## src/rtl/sys_defs_pkg.sv

```systemverilog
// Shared system definitions: datapath widths, ROB head entry, CDB payload and commit FSM states.
// Type-only package; no logic, latency or flow control of its own.
package sys_defs;

    localparam int         XLEN        = 32;
    localparam int         ROB_TAG_LEN = 5;
    localparam logic [4:0] ZERO_REG    = 5'd0;

    // For stores, value carries the address and store_value the data.
    typedef struct packed {
        logic            valid;
        logic            wr_mem;
        logic [4:0]      dest_reg;
        logic [XLEN-1:0] value;
        logic [XLEN-1:0] store_value;
    } ROB_ENTRY;

    typedef struct packed {
        logic                   valid;
        logic [ROB_TAG_LEN-1:0] tag;
        logic [XLEN-1:0]        value;
    } CDB_DATA;

    typedef enum logic {
        IDLE       = 1'b0,
        STORE_WAIT = 1'b1
    } COMMIT_STATE;

endpackage

```

## src/rtl/commit_stage.sv

```systemverilog
// In-order retire of the ROB head: ALU ops commit in the same cycle, stores after 1 cycle plus the ack wait.
// Backpressure: an outstanding store blocks head evaluation until mem_ack; mem_req and its payload are held stable.
module commit_stage
    import sys_defs::*;
#(
    parameter int CNT_W = 32
) (
    input  logic                   clock,
    input  logic                   reset,
    input  ROB_ENTRY               head_entry,
    input  logic                   head_ready,
    input  logic [ROB_TAG_LEN-1:0] head_tag,
    input  logic                   mem_ack,
    output logic                   commit,
    output logic                   rf_wr_en,
    output logic [4:0]             rf_wr_idx,
    output logic [XLEN-1:0]        rf_wr_data,
    output logic [ROB_TAG_LEN-1:0] rf_wr_tag,
    output logic                   mem_req,
    output logic [XLEN-1:0]        mem_addr,
    output logic [XLEN-1:0]        mem_wdata,
    output logic [CNT_W-1:0]       retired_cnt,
    output logic [CNT_W-1:0]       store_cnt,
    output logic                   busy
);

    localparam logic [CNT_W-1:0] CNT_ONE = {{(CNT_W-1){1'b0}}, 1'b1};

    COMMIT_STATE            r_state;
    logic [XLEN-1:0]        r_mem_addr;
    logic [XLEN-1:0]        r_mem_wdata;
    logic [ROB_TAG_LEN-1:0] r_tag;
    logic [CNT_W-1:0]       r_retired_cnt;
    logic [CNT_W-1:0]       r_store_cnt;

    logic w_idle;
    logic w_head_go;
    logic w_alu_commit;
    logic w_store_commit;
    logic w_commit;

    // Combinational outputs are gated by reset so nothing retires while it is held.
    assign w_idle         = (r_state == IDLE);
    assign w_head_go      = reset & head_entry.valid & head_ready;
    assign w_alu_commit   = w_idle & w_head_go & ~head_entry.wr_mem;
    assign w_store_commit = reset & (r_state == STORE_WAIT) & mem_ack;
    assign w_commit       = w_alu_commit | w_store_commit;

    assign commit      = w_commit;
    assign rf_wr_en    = w_alu_commit & (head_entry.dest_reg != ZERO_REG);
    assign rf_wr_idx   = head_entry.dest_reg;
    assign rf_wr_data  = head_entry.value;
    assign rf_wr_tag   = w_idle ? head_tag : r_tag;
    assign mem_req     = (r_state == STORE_WAIT);
    assign busy        = (r_state == STORE_WAIT);
    assign mem_addr    = r_mem_addr;
    assign mem_wdata   = r_mem_wdata;
    assign retired_cnt = r_retired_cnt;
    assign store_cnt   = r_store_cnt;

    always_ff @(posedge clock or negedge reset) begin
        if (!reset) begin
            r_state       <= IDLE;
            r_mem_addr    <= '0;
            r_mem_wdata   <= '0;
            r_tag         <= '0;
            r_retired_cnt <= '0;
            r_store_cnt   <= '0;
        end else begin
            if (w_commit) begin
                r_retired_cnt <= r_retired_cnt + CNT_ONE;
            end
            case (r_state)
                IDLE: begin
                    if (w_head_go && head_entry.wr_mem) begin
                        r_mem_addr  <= head_entry.value;
                        r_mem_wdata <= head_entry.store_value;
                        r_tag       <= head_tag;
                        r_state     <= STORE_WAIT;
                    end
                end
                STORE_WAIT: begin
                    if (mem_ack) begin
                        r_store_cnt <= r_store_cnt + CNT_ONE;
                        r_state     <= IDLE;
                    end
                end
                default: r_state <= IDLE;
            endcase
        end
    end

endmodule

```

## config.mk

```make
export PLATFORM = sky130hd
export DESIGN_NAME = commit_stage
export DESIGN_NICKNAME = d
export VERILOG_FILES = /design/src/rtl/sys_defs_pkg.sv /design/src/rtl/commit_stage.sv
export SDC_FILE = /design/constraint.sdc
export NUM_CORES = 1
export LEC_CHECK = 0
export BUFFER_PORTS_ARGS = -buffer_cell sky130_fd_sc_hd__clkbuf_2
export CAP_MARGIN = 20
export CORE_MARGIN = 1
export CORE_UTILIZATION = 52
export CTS_CLUSTER_SIZE = 10
export DETAILED_ROUTE_END_ITERATION = 12
export GPL_ROUTABILITY_DRIVEN = 0
export GPL_TIMING_DRIVEN = 0
export PLACE_DENSITY_LB_ADDON = 0.1
export SYNTH_ARGS = -nofsm -noshare
export SYNTH_HDL_FRONTEND = slang
export SYNTH_SLANG_ARGS = --single-unit
```

## constraint.sdc

```tcl
create_clock -name clock -period 4.6 [get_ports clock]
set_input_delay 0.69 -clock clock [delete_from_list [all_inputs] [get_ports clock]]
set_output_delay 0.69 -clock clock [all_outputs]
set_load 0.05 [all_outputs]
```

== After elaboration in Yosys (flattened, before gate mapping) ==
Index checks and enable logic that the tools add are counted.

* Logic and storage cells: 26
* Bits of input ports: 80
* Output and inout bits: 174
* Register bits after elaboration: 134

* Muxes and demuxes: 4
* $add $sub $neg: 2
* Reduce and logical (&&, ||, !) cells: 4
* Bitwise gates (word level): 10

{| class="wikitable"
|+ Operator list
! kind !! count
|-
| adder 32 x 1 -> 32 bit, second input constant || 2
|-
| bitwise AND 1 bit || 7
|-
| 2-to-1 mux 5 bit || 1
|-
| nonzero test 5 bit || 1
|-
| AND reduction 2 bit || 2
|-
| 2-to-1 mux 1 bit || 2
|-
| NOT 1 bit || 2
|-
| one-hot mux 1 bit (2 select lines) || 1
|-
| logical AND 1 bit || 1
|-
| bitwise OR 1 bit || 1
|}

== Longest topological paths before layout ==
* Depth in word-level cells: 5
* Mapped depth: 6
* Mapped depth without buffers: 5

== Least setup slack after synthesis ==
No wires, ideal clock.

* Path type: reg2out
* From: register r_state, in the netlist busy
* To: output port rf_wr_en
* Data required time: 3.910 ns
* Stages on the path, launching flop included: 5
* Data arrival time: 2.093 ns
* Buffers on the path: 1
* Setup slack: 1.817 ns
* Cells stage by stage: dfrtp_1 buf_4 nor2b_1 nand3_1 nor3_1

* Word-level cells in the longest chain between the ends: 4

{| class="wikitable"
|+ Ends and longest elaborated chain
! what !! RTL line !! text
|-
| start: declaration || commit_stage.sv:29 || <nowiki>COMMIT_STATE r_state;</nowiki>
|-
| start signal: assignment || commit_stage.sv:63 || <nowiki>r_state <= IDLE;</nowiki>
|-
| start signal: assignment || commit_stage.sv:79 || <nowiki>r_state <= STORE_WAIT;</nowiki>
|-
| start signal: assignment || commit_stage.sv:85 || <nowiki>r_state <= IDLE;</nowiki>
|-
| NOT 1 bit (no source line) || -- ||
|-
| bitwise AND 1 bit (2 in a row) || commit_stage.sv:45 || <nowiki>assign w_alu_commit = w_idle & w_head_go & ~head_entry.wr_mem;</nowiki>
|-
| bitwise AND 1 bit || commit_stage.sv:50 || <nowiki>assign rf_wr_en = w_alu_commit & (head_entry.dest_reg != ZERO_REG);</nowiki>
|-
| end: declaration || commit_stage.sv:15 || <nowiki>output logic rf_wr_en,</nowiki>
|}

No other way between the ends.

== Worst setup path in the final report ==
* From: register r_state, in the netlist busy
* To: output port commit

* Word-level cells in the longest chain between the ends: 4
* Elaborated cells on any way between the ends: 6
* Those cells by class: bitwise (6)

{| class="wikitable"
|+ Ends and longest elaborated chain
! what !! RTL line !! text
|-
| NOT 1 bit (no source line) || -- ||
|-
| bitwise AND 1 bit (2 in a row) || commit_stage.sv:45 ||
|-
| bitwise OR 1 bit * || commit_stage.sv:47 || <nowiki>assign w_commit = w_alu_commit | w_store_commit;</nowiki>
|-
| end: declaration || commit_stage.sv:14 || <nowiki>output logic commit,</nowiki>
|}

Mark *: on every way between the ends. The rest lies on a longest branch, timed or not.

==> run summary <==
hold slack final = 256 ps
first-pass GRT wire length = 22400 µm
total CTS buffers = 17
Setup crit start kind = flop
Worst Hold Class = in2async
Worst-Margin Slew = 541 ps
Hold Violations, Final = 0
synthesized-area fraction occupied by adder cells = 0.421%
DRC violations left = 0
register area share after synthesis = 56.4%
CP Capture Type = output pin
required time of the critical path = 3910 ps
# rows = 38
CP arrival = 2120 ps
share of cells above drive strength 1 = 46.6%
post-synthesis xor/xnor area fraction = 9.13%
Area contributors post-synth = dfrtp_1, mux2_1, xnor2_1
Syn Nets = 541
Yosys reg bits = 134
main combinational cell family by area after synthesis = multiplexers
clock latency on the worst-skew pair = 420 ps
post-synth top area cell = dfrtp_1
Clock Skews = 6.24 ps
final worst slack = 1790 ps
post-synthesis mux area share = 14.4%
Rel. slew slack = 63.6%
area share of the largest cell type after synthesis = 56.4%
Initial Util = 54.2%
pin count of the biggest net entering global routing = 78
setup repair bufs after CTS = 0
H-tree levels = 4
final net count = 814
diode count = 0
Via density = 5.19
Highest Clock Rate = 356 MHz
Ys Warns = 0
Util after Layout = 73.0%
commonest non-fill, non-tap cell in the layout = clkbuf_2
most frequent cells in the layout = clkbuf_2, dfrtp_1, mux2_1
Top Ports = 254
RSZ-0062 raised after global routing = no
Crit Path Category = reg2out
vias in the first global route = 4480
CP cell instances = buf_4 -> nand2_1 -> a21boi_1 -> buf_2 -> clkbuf_2
Clock Sinks = 134
Leak = 4.11 nW
Synth Area in Simple Gates = 12.8%
DR iter-0 viols = 160
CTS tree = done
final setup fails = 0
Unique masters post-synth = 33
pre-CTS WS = 1820 ps
Core Area = 0.0110 mm²
clock-pin slew on the worst setup and hold paths = 60 ps
max-cap violations = 0
drt first pass iters = 4
outcome = finished, final reports clean
Routed WL = 14200 µm
setup TNS = 0 ps
Cell Area, Synth = 0.00595 mm²
CTS Buffer Depth = 2
Die W = 109 µm
CP max stage delay = 440 ps
drt wl/cell = 16.1 µm
CTS Hold Bufs = 0
total grt overflow = 0
Antenna Nets Post-Route = 0
number of buffers added on ports = 253
CTS resizes = 0
Area growth syn-to-layout = 34.9%
Critical Path Fanout Max = 10
max-slew violations = 0
clk root buf = clkbuf_16
GR Util All Layers = 25.3%
DIE AREA = 0.0119 mm²
VDD IR max = 0.000377 V
Post-DP HPWL = 10700 µm
post-synthesis compound-gate area fraction = 0.421%
vias = 4580
PD cells = 502 mW/mm²
slowest CP cell = dfrtp_1
initial antenna violation count = 0
Tcrit/Tclk final = 61.1%
Mapped Cells = 459
Avg Cell Area, Syn = 13.0 µm²
Die Span Y = 109 µm
Final min period = 2810 ps
[cell families after synthesis]
family | count (synthesis)
compound gates | 3
xor+xnor | 62
fa+ha+maj | 2
buf+inv | 59
flops | 134
mux | 76
simple gates | 123
[power breakdown]
part	leakage [nW]	total, W	internal [W]	switching, W
Clock	0.293	0.00136	0.000894	0.000464
Sequential	1.72	0.00148	0.00136	0.000123
Combinational	2.10	0.00118	0.000285	0.000900
[metrics by stage]
step | power (W) | std cells | cell area (µm²)
6_report | 0.00403 | 883 | 8020
5_1_grt | 0.00418 | 883 | 8020
4_1_cts | 0.00406 | 883 | 8020
3_5_place_dp | 0.00270 | 853 | 7430
3_3_place_gp | 0.00267 | 852 | 7390
2_1_floorplan | 0.00236 | 459 | 5950
[area by class of cell]
type | count | area [µm²]
buffer | 53 | 360
clock buffer | 28 | 537
clock inverter | 2 | 60.1
fill | 789 | 2960
inverter | 6 | 22.5
multi-input combinational | 266 | 2210
sequential | 134 | 3350
tap | 140 | 175
timing repair buffer | 254 | 1300
[cell usage after synthesis (all sizes together)]
cell / instances
or2: 1
nand2: 16
buf: 51
nor3: 6
a211oi: 1
and4: 4
nand2b: 1
dfrtp: 134
nor2: 10
xnor2: 54
nor4: 5
or4: 1
a21boi: 1
nand4: 34
mux2: 76
ha: 2
clkbuf: 2
nand4b: 4
nand4bb: 1
nor2b: 1
and3: 16
inv: 6
and2: 3
nand3: 20
xor2: 8
o21ai: 1
[path summary, 6_finish.rpt]
path / start / to / slack (ps) / cells after the start
min: reset / store_cnt[22] / 260 / 1
max: busy / commit / 1790 / 5
max reg2reg: busy / mem_wdata[23] / 2570 / 5
min reg2reg: retired_cnt[31] / retired_cnt[31] / 490 / 1
min in group clock: head_entry[28] / mem_wdata[28] / 480 / 2
max in group asynchronous: reset / mem_addr[28] / 3610 / 2
[worst max-delay path: cells and delay by family, from the launching register on]
kind	cells	cell delay [ps]
buf+inv	3	830
compound gates	1	250
simple gates	1	170
flops	1	440
[layer usage]
layer | up-vias | track usage (%) | routed length [µm]
met4 | 0 | 8.69 | 197
li1 | 2127 | - | -
met5 | - | 0 | 0
met3 | 16 | 7.05 | 1010
met2 | 183 | 43.9 | 7390
met1 | 2254 | 30.2 | 5580
[flip-flops by register name, summed over array words and instances (netlist names)]
| name | cells |
|---|---|
| retired_cnt | 32 |
| r_tag | 5 |
| mem_wdata | 32 |
| busy | 1 |
| mem_addr | 32 |
| store_cnt | 32 |
No activity file was read; power rests on OpenSTA's default activity.
